<file path="config.mk">
export PLATFORM = sky130hd
export DESIGN_NAME = proc_issue_arbiter_flat
export DESIGN_NICKNAME = d
export VERILOG_FILES = /design/src/rtl/proc_issue_arbiter_if.sv /design/src/rtl/proc_issue_arbiter.sv /design/src/flat_wrapper.sv
export SDC_FILE = /design/constraint.sdc
export NUM_CORES = 1
export LEC_CHECK = 0
export CELL_PAD_IN_SITES_DETAIL_PLACEMENT = 0
export CELL_PAD_IN_SITES_GLOBAL_PLACEMENT = 1
export CORE_UTILIZATION = 31
export DETAILED_ROUTE_END_ITERATION = 12
export PLACE_DENSITY_LB_ADDON = 0.1
export RECOVER_POWER = 25
export SYNTH_ARGS = -nofsm -noshare
export SYNTH_HDL_FRONTEND = slang
export SYNTH_SLANG_ARGS = --single-unit
</file>
<file path="constraint.sdc">
create_clock -name clk -period 4 [get_ports clk]
set_clock_uncertainty 0.05 [all_clocks]
set_input_delay 0.8 -clock clk [delete_from_list [all_inputs] [get_ports clk]]
set_output_delay 0.8 -clock clk [all_outputs]
set_load 0.1 [all_outputs]
</file>
<file path="src/rtl/proc_issue_arbiter_if.sv">
`default_nettype none
// ============================================================================
// Interface : proc_issue_arbiter_if
// Brief     : Requester and processor-side signals of proc_issue_arbiter.
//             slave  = arbiter view, master = requester/processor view.
// Revision  : 1.0  initial release
// ============================================================================
interface proc_issue_arbiter_if #(
  parameter int NREQ = 4,
  parameter int IW   = 16
);
  localparam int GW = $clog2(NREQ);

  logic [NREQ-1:0]    req;
  logic [NREQ*IW-1:0] req_instr;
  logic [NREQ-1:0]    ack;
  logic [IW-1:0]      proc_instr;
  logic               run_n;
  logic               proc_done;
  logic               busy;
  logic [GW-1:0]      grant_id;
  logic               timeout;

  modport slave (
    input  req, req_instr, proc_done,
    output ack, proc_instr, run_n, busy, grant_id, timeout
  );

  modport master (
    output req, req_instr, proc_done,
    input  ack, proc_instr, run_n, busy, grant_id, timeout
  );
endinterface
`default_nettype wire

</file>
<file path="src/rtl/proc_issue_arbiter.sv">
`default_nettype none
// ============================================================================
// Module   : proc_issue_arbiter
// Brief    : Round-robin issue scheduler sharing one processor control
//            unit among NREQ requesters (IDLE -> ISSUE -> WAIT -> ACK).
// Options  : define ARB_TIMEOUT_EN to abandon a WAIT after TO_CYCLES cycles
//            without proc_done (timeout pulse, no ack).
// Revision : 1.0  initial release
// ============================================================================
module proc_issue_arbiter #(
  parameter int NREQ      = 4,
  parameter int IW        = 16,
  parameter int TO_CYCLES = 16
) (
  input  logic                 clk,
  input  logic                 reset_n,
  proc_issue_arbiter_if.slave  bus
);

  localparam int              GW      = $clog2(NREQ);
  localparam logic [GW-1:0]   LAST_ID = GW'(NREQ - 1);
  localparam logic [GW:0]     NREQ_W  = (GW + 1)'(NREQ);

  if (NREQ < 2 || NREQ > 8 || TO_CYCLES < 1) begin : g_param_check
    $error("proc_issue_arbiter: NREQ must be 2..8 and TO_CYCLES >= 1");
  end

  typedef enum logic [1:0] {
    IDLE  = 2'd0,
    ISSUE = 2'd1,
    WAIT  = 2'd2,
    ACK   = 2'd3
  } state_t;

  state_t          r_state;
  logic [GW-1:0]   r_rr_ptr;
  logic [GW-1:0]   r_grant;
  logic [NREQ-1:0] r_ack;
  logic [IW-1:0]   r_instr;
  logic            r_run_n;
  logic            r_busy;

  logic            w_found;
  logic [GW-1:0]   w_pick;
  logic [GW:0]     w_sum;
  logic [IW-1:0]   w_instr;
  logic [GW-1:0]   w_next_ptr;

  // Search rr_ptr, rr_ptr+1, ... with explicit modulo-NREQ wrap; first hit wins.
  always_comb begin
    w_found = 1'b0;
    w_pick  = '0;
    w_sum   = '0;
    for (int k = 0; k < NREQ; k++) begin
      w_sum = {1'b0, r_rr_ptr} + (GW + 1)'(k);
      if (w_sum >= NREQ_W) w_sum = w_sum - NREQ_W;
      if (!w_found && bus.req[w_sum[GW-1:0]]) begin
        w_found = 1'b1;
        w_pick  = w_sum[GW-1:0];
      end
    end
  end

  // Select the instruction slot belonging to the winning requester.
  always_comb begin
    w_instr = '0;
    for (int i = 0; i < NREQ; i++) begin
      if (w_pick == GW'(i)) w_instr = bus.req_instr[i*IW +: IW];
    end
  end

  // Pointer to the requester after the current grant, wrapping for any NREQ.
  assign w_next_ptr = (r_grant == LAST_ID) ? '0 : r_grant + 1'b1;

`ifdef ARB_TIMEOUT_EN
  localparam int          CW     = $clog2(TO_CYCLES + 1);
  localparam logic [CW-1:0] TO_LAST = CW'(TO_CYCLES - 1);

  logic [CW-1:0] r_wait_cnt;
  logic          r_timeout;
`endif

  // Transaction FSM; every output is a register updated here.
  always_ff @(posedge clk or negedge reset_n) begin
    if (!reset_n) begin
      r_state  <= IDLE;
      r_rr_ptr <= '0;
      r_grant  <= '0;
      r_ack    <= '0;
      r_instr  <= '0;
      r_run_n  <= 1'b1;
      r_busy   <= 1'b0;
`ifdef ARB_TIMEOUT_EN
      r_wait_cnt <= '0;
      r_timeout  <= 1'b0;
`endif
    end else begin
      r_ack <= '0;
`ifdef ARB_TIMEOUT_EN
      r_timeout <= 1'b0;
`endif
      case (r_state)
        IDLE: begin
          if (w_found) begin
            r_grant <= w_pick;
            r_instr <= w_instr;
            r_run_n <= 1'b0;
            r_busy  <= 1'b1;
            r_state <= ISSUE;
          end
        end
        ISSUE: begin
          r_run_n <= 1'b1;
          r_state <= WAIT;
`ifdef ARB_TIMEOUT_EN
          r_wait_cnt <= '0;
`endif
        end
        WAIT: begin
          // proc_done has priority over a timeout expiring in the same cycle.
          if (bus.proc_done) begin
            r_ack   <= {{(NREQ-1){1'b0}}, 1'b1} << r_grant;
            r_state <= ACK;
          end
`ifdef ARB_TIMEOUT_EN
          else if (r_wait_cnt == TO_LAST) begin
            r_timeout <= 1'b1;
            r_busy    <= 1'b0;
            r_rr_ptr  <= w_next_ptr;
            r_state   <= IDLE;
          end else begin
            r_wait_cnt <= r_wait_cnt + 1'b1;
          end
`endif
        end
        ACK: begin
          r_rr_ptr <= w_next_ptr;
          r_busy   <= 1'b0;
          r_state  <= IDLE;
        end
        default: r_state <= IDLE;
      endcase
    end
  end

  assign bus.ack        = r_ack;
  assign bus.proc_instr = r_instr;
  assign bus.run_n      = r_run_n;
  assign bus.busy       = r_busy;
  assign bus.grant_id   = r_grant;
`ifdef ARB_TIMEOUT_EN
  assign bus.timeout    = r_timeout;
`else
  assign bus.timeout    = 1'b0;
`endif

endmodule
`default_nettype wire

</file>
<file path="src/flat_wrapper.sv">
// flat-port wrapper written by rule: the top's interface ports become plain ports
module proc_issue_arbiter_flat 
#(
  parameter int NREQ      = 4,
  parameter int IW        = 16,
  parameter int TO_CYCLES = 16
)
  (clk, reset_n, bus_req, bus_req_instr, bus_proc_done, bus_ack, bus_proc_instr, bus_run_n, bus_busy, bus_grant_id, bus_timeout);
  proc_issue_arbiter_if #(.NREQ(NREQ), .IW(IW)) bus_i ();
  input  logic clk;
  input  logic reset_n;
  input wire logic [$bits(bus_i.req)-1:0] bus_req;
  input wire logic [$bits(bus_i.req_instr)-1:0] bus_req_instr;
  input wire logic [$bits(bus_i.proc_done)-1:0] bus_proc_done;
  output wire logic [$bits(bus_i.ack)-1:0] bus_ack;
  output wire logic [$bits(bus_i.proc_instr)-1:0] bus_proc_instr;
  output wire logic [$bits(bus_i.run_n)-1:0] bus_run_n;
  output wire logic [$bits(bus_i.busy)-1:0] bus_busy;
  output wire logic [$bits(bus_i.grant_id)-1:0] bus_grant_id;
  output wire logic [$bits(bus_i.timeout)-1:0] bus_timeout;
  assign bus_i.req = bus_req;
  assign bus_i.req_instr = bus_req_instr;
  assign bus_i.proc_done = bus_proc_done;
  assign bus_ack = bus_i.ack;
  assign bus_proc_instr = bus_i.proc_instr;
  assign bus_run_n = bus_i.run_n;
  assign bus_busy = bus_i.busy;
  assign bus_grant_id = bus_i.grant_id;
  assign bus_timeout = bus_i.timeout;
  proc_issue_arbiter #(.NREQ(NREQ), .IW(IW), .TO_CYCLES(TO_CYCLES)) u_core (.clk(clk), .reset_n(reset_n), .bus(bus_i));
endmodule
</file>
==> metrics.log <==
[metrics] run status: finished with violations
[metrics] violated checks: capacitance limit, slew limit
[metrics] buffer and inverter count on the worst path: 2
[metrics] sink of the worst hold path: u_core.bus.proc_instr[7]
[metrics] clock tree from TritonCTS: yes
[metrics] worst min-delay path startpoint: u_core.bus.proc_instr[7]
[metrics] synthesized netlist cell count: 158
[metrics] Max Buffers Root-to-Sink: 2
[metrics] Yosys warnings: 0
[metrics] cell type with the highest aggregate area in the netlist: sky130_fd_sc_hd__dfrtp_1
[metrics] root buffer cell: sky130_fd_sc_hd__clkbuf_8
[metrics] standard cell core area: 0.00551 mm2
[metrics] crit path max fanout: 22
[metrics] startpoint type of the worst setup path: input pin
[metrics] total negative slack for setup checks: 0 ns
[metrics] kind of cell adding the most delay to the critical path: compound AO/OA/AOI/OAI gates
[metrics] synth top area cells: sky130_fd_sc_hd__dfrtp_1 (38%), sky130_fd_sc_hd__mux2i_1 (19%), sky130_fd_sc_hd__o221ai_2 (7.6%)
[metrics] number of storage elements in the synthesis netlist: 28
[metrics] Arrival @ worst endpoint: 2.93 ns
[metrics] share of layout cells above drive strength 1: 8.80%
[metrics] post-DR wirelength/cell: 14.6 um
[metrics] fillers: 510
[metrics] layout overhead on the synthesized area: 56.6%
[metrics] final WL: 4700 um
[metrics] P_leak: 0.00120 uW
[metrics] top-count cell post-synth: sky130_fd_sc_hd__mux2i_1
[metrics] Worst-Skew Late Latency: 0.27 ns
[metrics] Die Area: 0.00601 mm2
[metrics] Maximum Capacitance Violations: 1
[metrics] mean instance size in the synthesized netlist: 11.2 um2
[metrics] classification of the worst-slack hold path: reg2reg
[metrics] minimum period implied by the final worst setup slack: 2.84 ns
[metrics] number of nets at the end of the flow: 331
[metrics] Crit Path Category: in2reg
[metrics] postcts setup bufs: 0
[metrics] cell area after synthesis: 0.00177 mm2
[metrics] HPWL Detailed: 3530 um
[metrics] Final Cycle Share: 70.9%
[metrics] number of instances resized during post-cts repair: 0
[metrics] via count: 1525
[metrics] first-pass GRT wire length: 7650 um
[metrics] worst endpoint required time: 4.10 ns
[metrics] number of distinct library cells after synthesis: 26
[metrics] initial cell density of the core: 32.1%
[metrics] Ant. Diodes: 0
[metrics] TritonCTS Sinks: 28
[metrics] Tightest Pin Transition: 1.58 ns
[metrics] via count of the first global-routing pass: 1611
[metrics] post-route setup slack: 1.16 ns
[metrics] # port buffers: 94
[metrics] number of nets produced by synthesis: 238
[metrics] most used flip-flop cell after synthesis: sky130_fd_sc_hd__dfrtp_1
[metrics] Max stage delay on crit path: 0.70 ns
[metrics] Worst R2R Start: u_core.r_rr_ptr[1]
[metrics] setup repair after global routing missed its margin: no
[metrics] final setup fails: 0
[metrics] worst slack after detailed placement: 0.826 ns
[metrics] number of remaining DRC errors: 0
[metrics] cell with the largest stage delay on the worst path: sky130_fd_sc_hd__o2bb2a_2
[metrics] type of destination of the critical path: flip-flop
[metrics] antenna-violating nets left: 0
[metrics] average vias per placed instance: 4.74
[metrics] maximum resistive drop on vdd: 402 uV
[metrics] Fin. Hold Viols: 0
[metrics] total overflow reported by the global router: 0
[metrics] cts bufs inserted: 3
[metrics] Yosys top cell area share: 38.2%
[metrics] Max Slew Vio Count: 29
[metrics] DRT Pass-1 Iters: 4
[metrics] R2R setup slack: 1.78 ns
[metrics] initial antenna violation count: 0
[metrics] worst reg2reg path depth: 6
[metrics] floorplan die width: 77.5 um
[metrics] Fmax achieved: 0.353 GHz
[metrics] number of cells on the worst hold path: 2
[metrics] all-layer global routing usage: 16.0%
[metrics] Async SR Flop Fraction: 100%
[metrics] Hold WS: 0.446 ns
[metrics] pin count of the biggest net entering global routing: 29
[metrics] clock input transition at the sequential cells of the worst setup and hold paths: 0.10 ns
[metrics] total number of placement rows: 27
[metrics] sequential share of the synthesized area: 39.7%
[metrics] DRT iter0 DRCs: 26
[metrics] gp weighted congestion: 0.793
[metrics] hold-fix buffers at CTS: 0
[metrics] number of levels in the clock H-tree: 1
[metrics] power density of the placed cells: 843 mW/mm2
[metrics] Post-synth EDFFs: 0
[metrics] num ports: 96
[metrics] most common library cells after synthesis: sky130_fd_sc_hd__mux2i_1 (34), sky130_fd_sc_hd__dfrtp_1 (27), sky130_fd_sc_hd__nand2_1 (22)
[metrics] Slew Limit Headroom: -5.10%
[metrics] overall die height: 77.5 um
[metrics] cell-by-cell trace of the critical path: clkdlybuf4s50_1 > a21oi_1 > o21ai_0 > o2bb2a_2 > buf_4 > mux2i_1 > o221ai_2
[metrics] end of the worst register-to-register path: u_core.bus.proc_instr[1]
cells by family (layout without fill, tap and decap cells):
family | Yosys count | in the layout | share of synthesized area (%)
mux | 36 | 36 | 20.5
fa+ha+maj | 9 | 9 | 6.37
flops | 28 | 28 | 39.7
compound gates | 29 | 29 | 15.4
other cells | 1 | 1 | 0.212
buf+inv | 18 | 110 | 7.71
simple gates | 37 | 37 | 10.1
worst max path at each step:
stage	start	end	slack, ns	depth (start not counted)
after floorplan	bus_req[0]	u_core.bus.proc_instr[0]	1.91	7
after global placement	bus_req[0]	u_core.bus.proc_instr[13]	0.86	6
after detailed placement	bus_req[0]	u_core.bus.proc_instr[1]	0.83	7
after CTS	bus_req[0]	u_core.bus.proc_instr[1]	1.14	7
after global routing	bus_req[0]	u_core.bus.proc_instr[15]	0.98	7
final	bus_req[0]	u_core.bus.proc_instr[1]	1.16	7
placed cells by master, fill, tap and decap left out, drive strengths merged, types with 2 or more instances in the layout:
cell type | Yosys | routed
a21oi | 5 | 5
and3 | 4 | 4
buf | 10 | 4
clkbuf | 1 | 5
clkdlybuf4s50 | 0 | 93
dfrtp | 27 | 27
ha | 9 | 9
inv | 7 | 7
mux2 | 2 | 2
mux2i | 34 | 34
nand2 | 22 | 22
nand2b | 3 | 3
nor2 | 5 | 5
o21ai | 5 | 5
o221ai | 16 | 16
sequential cells by signal, indices dropped and copies added (netlist names):
| name | flops |
|---|---|
| u_core.bus.proc_instr | 16 |
| u_core.bus.ack | 4 |
| u_core.bus.grant_id | 2 |
| u_core.r_rr_ptr | 2 |
| u_core.r_state | 2 |
| u_core.bus.busy | 1 |
| u_core.bus.run_n | 1 |
power breakdown:
| part | leakage, uW | internal, uW | total, uW | switching (uW) |
|---|---|---|---|---|
| logic | 0.000833 | 503 | 1670 | 1170 |
| clock network | 0.0000228 | 71.5 | 162 | 90.6 |
| registers | 0.000347 | 417 | 503 | 86.6 |
| total | 0.00120 | 992 | 2330 | 1340 |
layer usage:
| metal | share of wire (%) | wire (um) | track usage [%] | vias to the layer above |
|---|---|---|---|---|
| met5 | 0 | 0 | 0 | - |
| met4 | 0.94 | 44 | 3.96 | 0 |
| met3 | 5.5 | 260 | 3.18 | 5 |
| met2 | 50 | 2340 | 27.9 | 48 |
| met1 | 44 | 2060 | 20.0 | 722 |
| li1 | - | - | - | 750 |
stage by stage:
| step | utilization (%) | power [uW] | area (um2) | cells |
|---|---|---|---|---|
| final | 50.3 | 2330 | 2770 | 322 |
| after global routing | 50.3 | 2470 | 2770 | 322 |
| after CTS | 50.4 | 2370 | 2770 | 322 |
| after detailed placement | 49.6 | 2200 | 2730 | 318 |
| after global placement | 49.6 | 2190 | 2730 | 318 |
| after floorplan | - | 1820 | 1770 | 158 |
tightest hold or removal path, delay by kind of cell, from the launching register on:
kind	cells	cell delay, ns
AO/OA/AOI/OAI	1	0.06
flip-flops	1	0.36
AND/OR/NAND/NOR	1	0.05
layout make-up:
type	count	area, um2	share of cell area [%]
multi-input cells	112	932	33.6
inverters	7	26.3	0.949
well taps	72	90.1	3.25
flip-flops and latches	28	702	25.3
repair buffers	99	975	35.2
clock buffers	4	45.0	1.63
(Power assumes the default switching activity.)
==> patch 1: new RTL, config.mk and constraints unchanged <==
`IW` is set to 16 in 3 places; all go to 24.
--- a/src/rtl/proc_issue_arbiter_if.sv
+++ b/src/rtl/proc_issue_arbiter_if.sv
@@ -9,3 +9,3 @@
   parameter int NREQ = 4,
-  parameter int IW   = 16
+  parameter int IW   = 24
 );
--- a/src/rtl/proc_issue_arbiter.sv
+++ b/src/rtl/proc_issue_arbiter.sv
@@ -11,3 +11,3 @@
   parameter int NREQ      = 4,
-  parameter int IW        = 16,
+  parameter int IW        = 24,
   parameter int TO_CYCLES = 16
--- a/src/flat_wrapper.sv
+++ b/src/flat_wrapper.sv
@@ -4,3 +4,3 @@
   parameter int NREQ      = 4,
-  parameter int IW        = 16,
+  parameter int IW        = 24,
   parameter int TO_CYCLES = 16
Ports: changed (resized bus_proc_instr and bus_req_instr); port bits go from 96 to 136. The function was not compared with the original's and may differ.
==> patch 1 against the unedited design <==
  * The run still ends with max-capacitance violations, max-slew violations left
  * Final area grew 37%
  * Count of clock-buffer cells in the layout grew 4
  * Sequential cell count grew 8
  * Synthesized area grew 34%
  * Wire length grew 43%
  * Worst setup slack gained 0.040 ns
  * Total power grew 40%
  * Clock power grew 64%
  * Critical path depth shrank 6
  * First-iteration DRC count grew 15%
  * Non-clock buffer count grew 40
==> patch 1: results (changes against the unedited design) <==
MAX_SLEW_HEADROOM_PCT=-32.41  # -27 points
TRACK_USAGE_PCT=16.46  # +0.50 points
DR_WL_MET2_MM=3.371  # +44%
DRT-WIRELENGTH-PER-CELL_UM=15.56  # +6.5%
VIAS_PER_CELL=4.684  # -1.1%
VIOLATED_CHECKS='max-capacitance violations, max-slew violations'
VIAS_IN_THE_FIRST_GLOBAL_ROUTE=1965  # +22%
YS_TOP_CELLS_BY_AREA='sky130_fd_sc_hd__dfrtp_1 37%, sky130_fd_sc_hd__mux2i_1 21%, sky130_fd_sc_hd__o221ai_2 13%'
MAX-CAP-VIOLATIONS=1  # unchanged
SLEW_VIOLATIONS=37  # +28%
POWER.SEQUENTIAL.TOTAL_W=0.000652  # +30%
FINAL_CRITICAL_PATH_SETUP_SLACK_NS=1.203  # +0.03955 ns
SYNTH.YOSYS.SEQ_AREA_SHARE_PCT=38.01  # -1.7 points
POST_SYNTH_FA_HA_MAJ_AREA_FRACTION_PCT=4.744  # -1.6 points
GRTUSAGEMET3_PCT=3.970  # +0.79 points
CRITICAL_PATH_SOURCE='u_core.bus.run_n$_DFFE_PN1P_'
WL_MET1_MM=2.809  # +36%
PIN_COUNT_OF_THE_BIGGEST_NET_ENTERING_GLOBAL_ROUTING=37  # +28%
TOTALWIRELENGTH_MM=6.737  # +43%
SYNTHESIZED_AREA_FRACTION_OCCUPIED_BY_AO_OA_AOI_AND_OAI_CELLS_PCT=18.08  # +2.7 points
DRT_FIRST_ITER_VIOLATIONS=30  # +15%
GRT_FIRST_PASS_WIRELENGTH_MM=9.763  # +28%
POST_SYNTH_MUX_AREA_SHARE_PCT=22.03  # +1.5 points
MAPPEDNETLISTNETS=315  # +32%
DRIVE_GT1_SHARE_PCT=11.38  # +2.6 points
SYNTH_COMMONEST_CELLS='50 x sky130_fd_sc_hd__mux2i_1, 35 x sky130_fd_sc_hd__dfrtp_1, 30 x sky130_fd_sc_hd__nand2_1'
WHS_NS=0.4381  # -0.008101 ns
LAYOUT.NETS=445  # +34%
CRIT_PATH_END='bus_run_n'
WORSTPATHMAXFANOUT=3  # -86%
FINALWEIGHTEDCONGESTION=0.7099  # -10%
N_FILL_CELL=632  # +24%
CRITPATHKIND='flop to output pin'
OUTCOME='finished, violations left'
-- patch 1: kinds of logic (layout without fill, tap and decap cells) --
kind of cell | Yosys count | in the layout
flip-flops | 36 | 36
AO/OA/AOI/OAI | 37 | 37
AND/OR/NAND/NOR | 45 | 45
buffers and inverters | 23 | 154
multiplexers | 52 | 52
adder cells (fa/ha/maj) | 9 | 9
other | 1 | 1
-- patch 1: cell type report --
class	instances	share of cell area [%]
inverter	7	0.6906
multi-input combinational	144	33.57
timing repair buffer	139	36.40
sequential	36	23.71
tap	99	3.256
clock buffer	8	2.368
-- patch 1: metrics by stage --
step	util (%)	cell area (µm²)	total power, W
final	51.90	3805	0.003259
after global routing	51.90	3805	0.003441
after CTS	51.92	3806	0.003302
after detailed placement	50.69	3716	0.003028
after global placement	50.69	3716	0.003009
after floorplan	-	2374	0.002513
==> patch 2: new RTL, same settings <==
Without the edit above. Make the reset (`reset_n`) synchronous in one clocked block.
--- a/src/rtl/proc_issue_arbiter.sv
+++ b/src/rtl/proc_issue_arbiter.sv
@@ -83,3 +83,3 @@
   // Transaction FSM; every output is a register updated here.
-  always_ff @(posedge clk or negedge reset_n) begin
+  always_ff @(posedge clk) begin
     if (!reset_n) begin
Behaviour: differs if reset_n is asserted again (counterexample within 4 cycles, from zero or initial values and one cycle with reset_n low); with reset_n held inactive, the same outputs for 10 cycles.
==> patch 2 against the unedited design <==
  * Combinational power down 40%
  * Wire length down 9.3%
  * Die area down 10%
  * Total power down 32%
  * Synthesized area down 11%
  * Cell count down 1.6%
  * Worst setup slack worse by 0.022 ns
  * Final area down 7.4%
  * First-iteration DRC count up 120%
  * Sequential cell count unchanged
  * Sequential share of layout area down 3.5 points
  * Hold slack worse by 0.025 ns
==> patch 2: results (changes against the unedited design) <==
HOLDPATHEND='u_core.bus.proc_instr[8]$_SDFFE_PN0P_'
VIAS_IN_THE_FIRST_GLOBAL_ROUTE=1302  # -19%
SYNTH.YOSYS.SEQ_AREA_SHARE_PCT=35.42  # -4.3 points
WP_DATA_ARRIVAL_NS=3.00  # +0.07 ns
VDD.IR_DROP.WORST_V=0.0003419  # -15%
POST_SYNTH_ARST_SHARE_PCT=0  # -100 points
MAPPEDNETLISTNETS=239  # +0.42%
TRACK_USAGE_PCT=15.77  # -0.19 points
PIN_COUNT_OF_THE_BIGGEST_NET_ENTERING_GLOBAL_ROUTING=34  # +17%
CRIT_PATH_END='u_core.bus.proc_instr[11]$_SDFFE_PN0P_'
POWER.LEAKAGE_nW=0.9483  # -21%
LAYOUT.NETS=328  # -0.91%
WHS_NS=0.4209  # -0.02526 ns
DRT_FIRST_ITER_VIOLATIONS=58  # +120%
RR_ENDPOINT='u_core.bus.proc_instr[15]$_SDFFE_PN0P_'
WORSTHOLDSTART='u_core.bus.proc_instr[8]$_SDFFE_PN0P_'
ROUTED-VIA-COUNT=1448  # -5.0%
YS_TOP_CELLS_BY_AREA='sky130_fd_sc_hd__dfxtp_1 35%, sky130_fd_sc_hd__mux2i_1 23%, sky130_fd_sc_hd__o221ai_1 8.9%'
CRIT-REG2REG-LAUNCH='u_core.r_state[0]$_SDFFE_PN0P_'
DRIVE_GT1_SHARE_PCT=3.200  # -5.6 points
WORST-R2R-SETUP-SLACK_NS=2.08  # +0.30 ns
OUTCOME='complete, no violations'
MAX_SLEW_HEADROOM_PCT=33.32  # +38 points
WORSTPATHMAXFANOUT=16  # -27%
WORSTREGTOREGCELLS=5  # -1
GRT_FIRST_PASS_WIRELENGTH_MM=6.492  # -15%
YS_WARN_COUNT=0  # unchanged
TOTALWIRELENGTH_MM=4.266  # -9.3%
DPL.HPWL_MM=3.242  # -8.0%
SYNTH_COMMONEST_CELLS='36 x sky130_fd_sc_hd__mux2i_1, 28 x sky130_fd_sc_hd__dfxtp_1, 22 x sky130_fd_sc_hd__nand2_1'
## patch 2: cell count changes in the layout (fill, tap and decap cells not counted), moves of 3 or more
cell,change
sky130_fd_sc_hd__dfrtp_1,-27
sky130_fd_sc_hd__ha_1,-3
sky130_fd_sc_hd__o21ai_0,-3
sky130_fd_sc_hd__dfxtp_1,+28
sky130_fd_sc_hd__nor3_1,+4
sky130_fd_sc_hd__and3_1,-4
sky130_fd_sc_hd__buf_4,-4
sky130_fd_sc_hd__nor2b_1,+3
sky130_fd_sc_hd__o221ai_2,-9
sky130_fd_sc_hd__o221ai_1,+9
## patch 2: stage by stage
stage / total power [W] / cells / worst slack (ns) / util [%] / area (µm²)
5_1_grt: 0.001676 / 317 / 0.9053 / 53.27 / 2566
4_1_cts: 0.001613 / 317 / 1.211 / 53.40 / 2572
3_5_place_dp: 0.001431 / 313 / 1.064 / 52.26 / 2517
6_report: 0.001594 / 317 / 1.142 / 53.27 / 2566
2_1_floorplan: 0.001185 / 162 / 2.013 / - / 1583
3_3_place_gp: 0.001429 / 313 / 1.125 / 52.26 / 2517
## patch 2: cell families (layout without fill, tap and decap cells)
group	count (synthesis)	in the layout	share of synthesized area, %
simple gates	45	45	14.47
mux	36	36	22.77
compound gates	29	29	15.02
flops	28	28	35.42
buf+inv	17	105	7.352
fa+ha+maj	6	6	4.743
other cells	1	1	0.2369
## patch 2: routing by layer
metal | vias up | GRT usage, % | part of all wire [%]
met3 | 2 | 4.252 | 7.2
met1 | 636 | 19.97 | 46
met2 | 51 | 26.50 | 46
met5 | - | 0 | 0
met4 | 0 | 3.846 | 0.54
li1 | 759 | - | -
## patch 2: area by class of cell
class / instances / area, µm² / area share, %
Sequential cell: 28 / 560.5 / 21.84
Inverter: 7 / 26.28 / 1.024
Multi-Input combinational cell: 117 / 899.6 / 35.06
Timing Repair Buffer: 94 / 940.9 / 36.67
Clock buffer: 4 / 55.05 / 2.145
Tap cell: 67 / 83.83 / 3.267
## patch 2: critical path: stages
cell	delay, ns
sky130_fd_sc_hd__dlygate4sd3_1	0.60
sky130_fd_sc_hd__nor4_1	0.56
sky130_fd_sc_hd__nand2b_1	0.26
sky130_fd_sc_hd__and2_1	0.55
sky130_fd_sc_hd__nand2_1	0.12
sky130_fd_sc_hd__o221ai_1	0.09
## patch 2: power breakdown
group	total [W]	internal [W]	switching, W
logic	0.00100	0.000283	0.000718
clock network	0.000178	0.0000882	0.0000901
registers	0.000414	0.000362	0.0000520
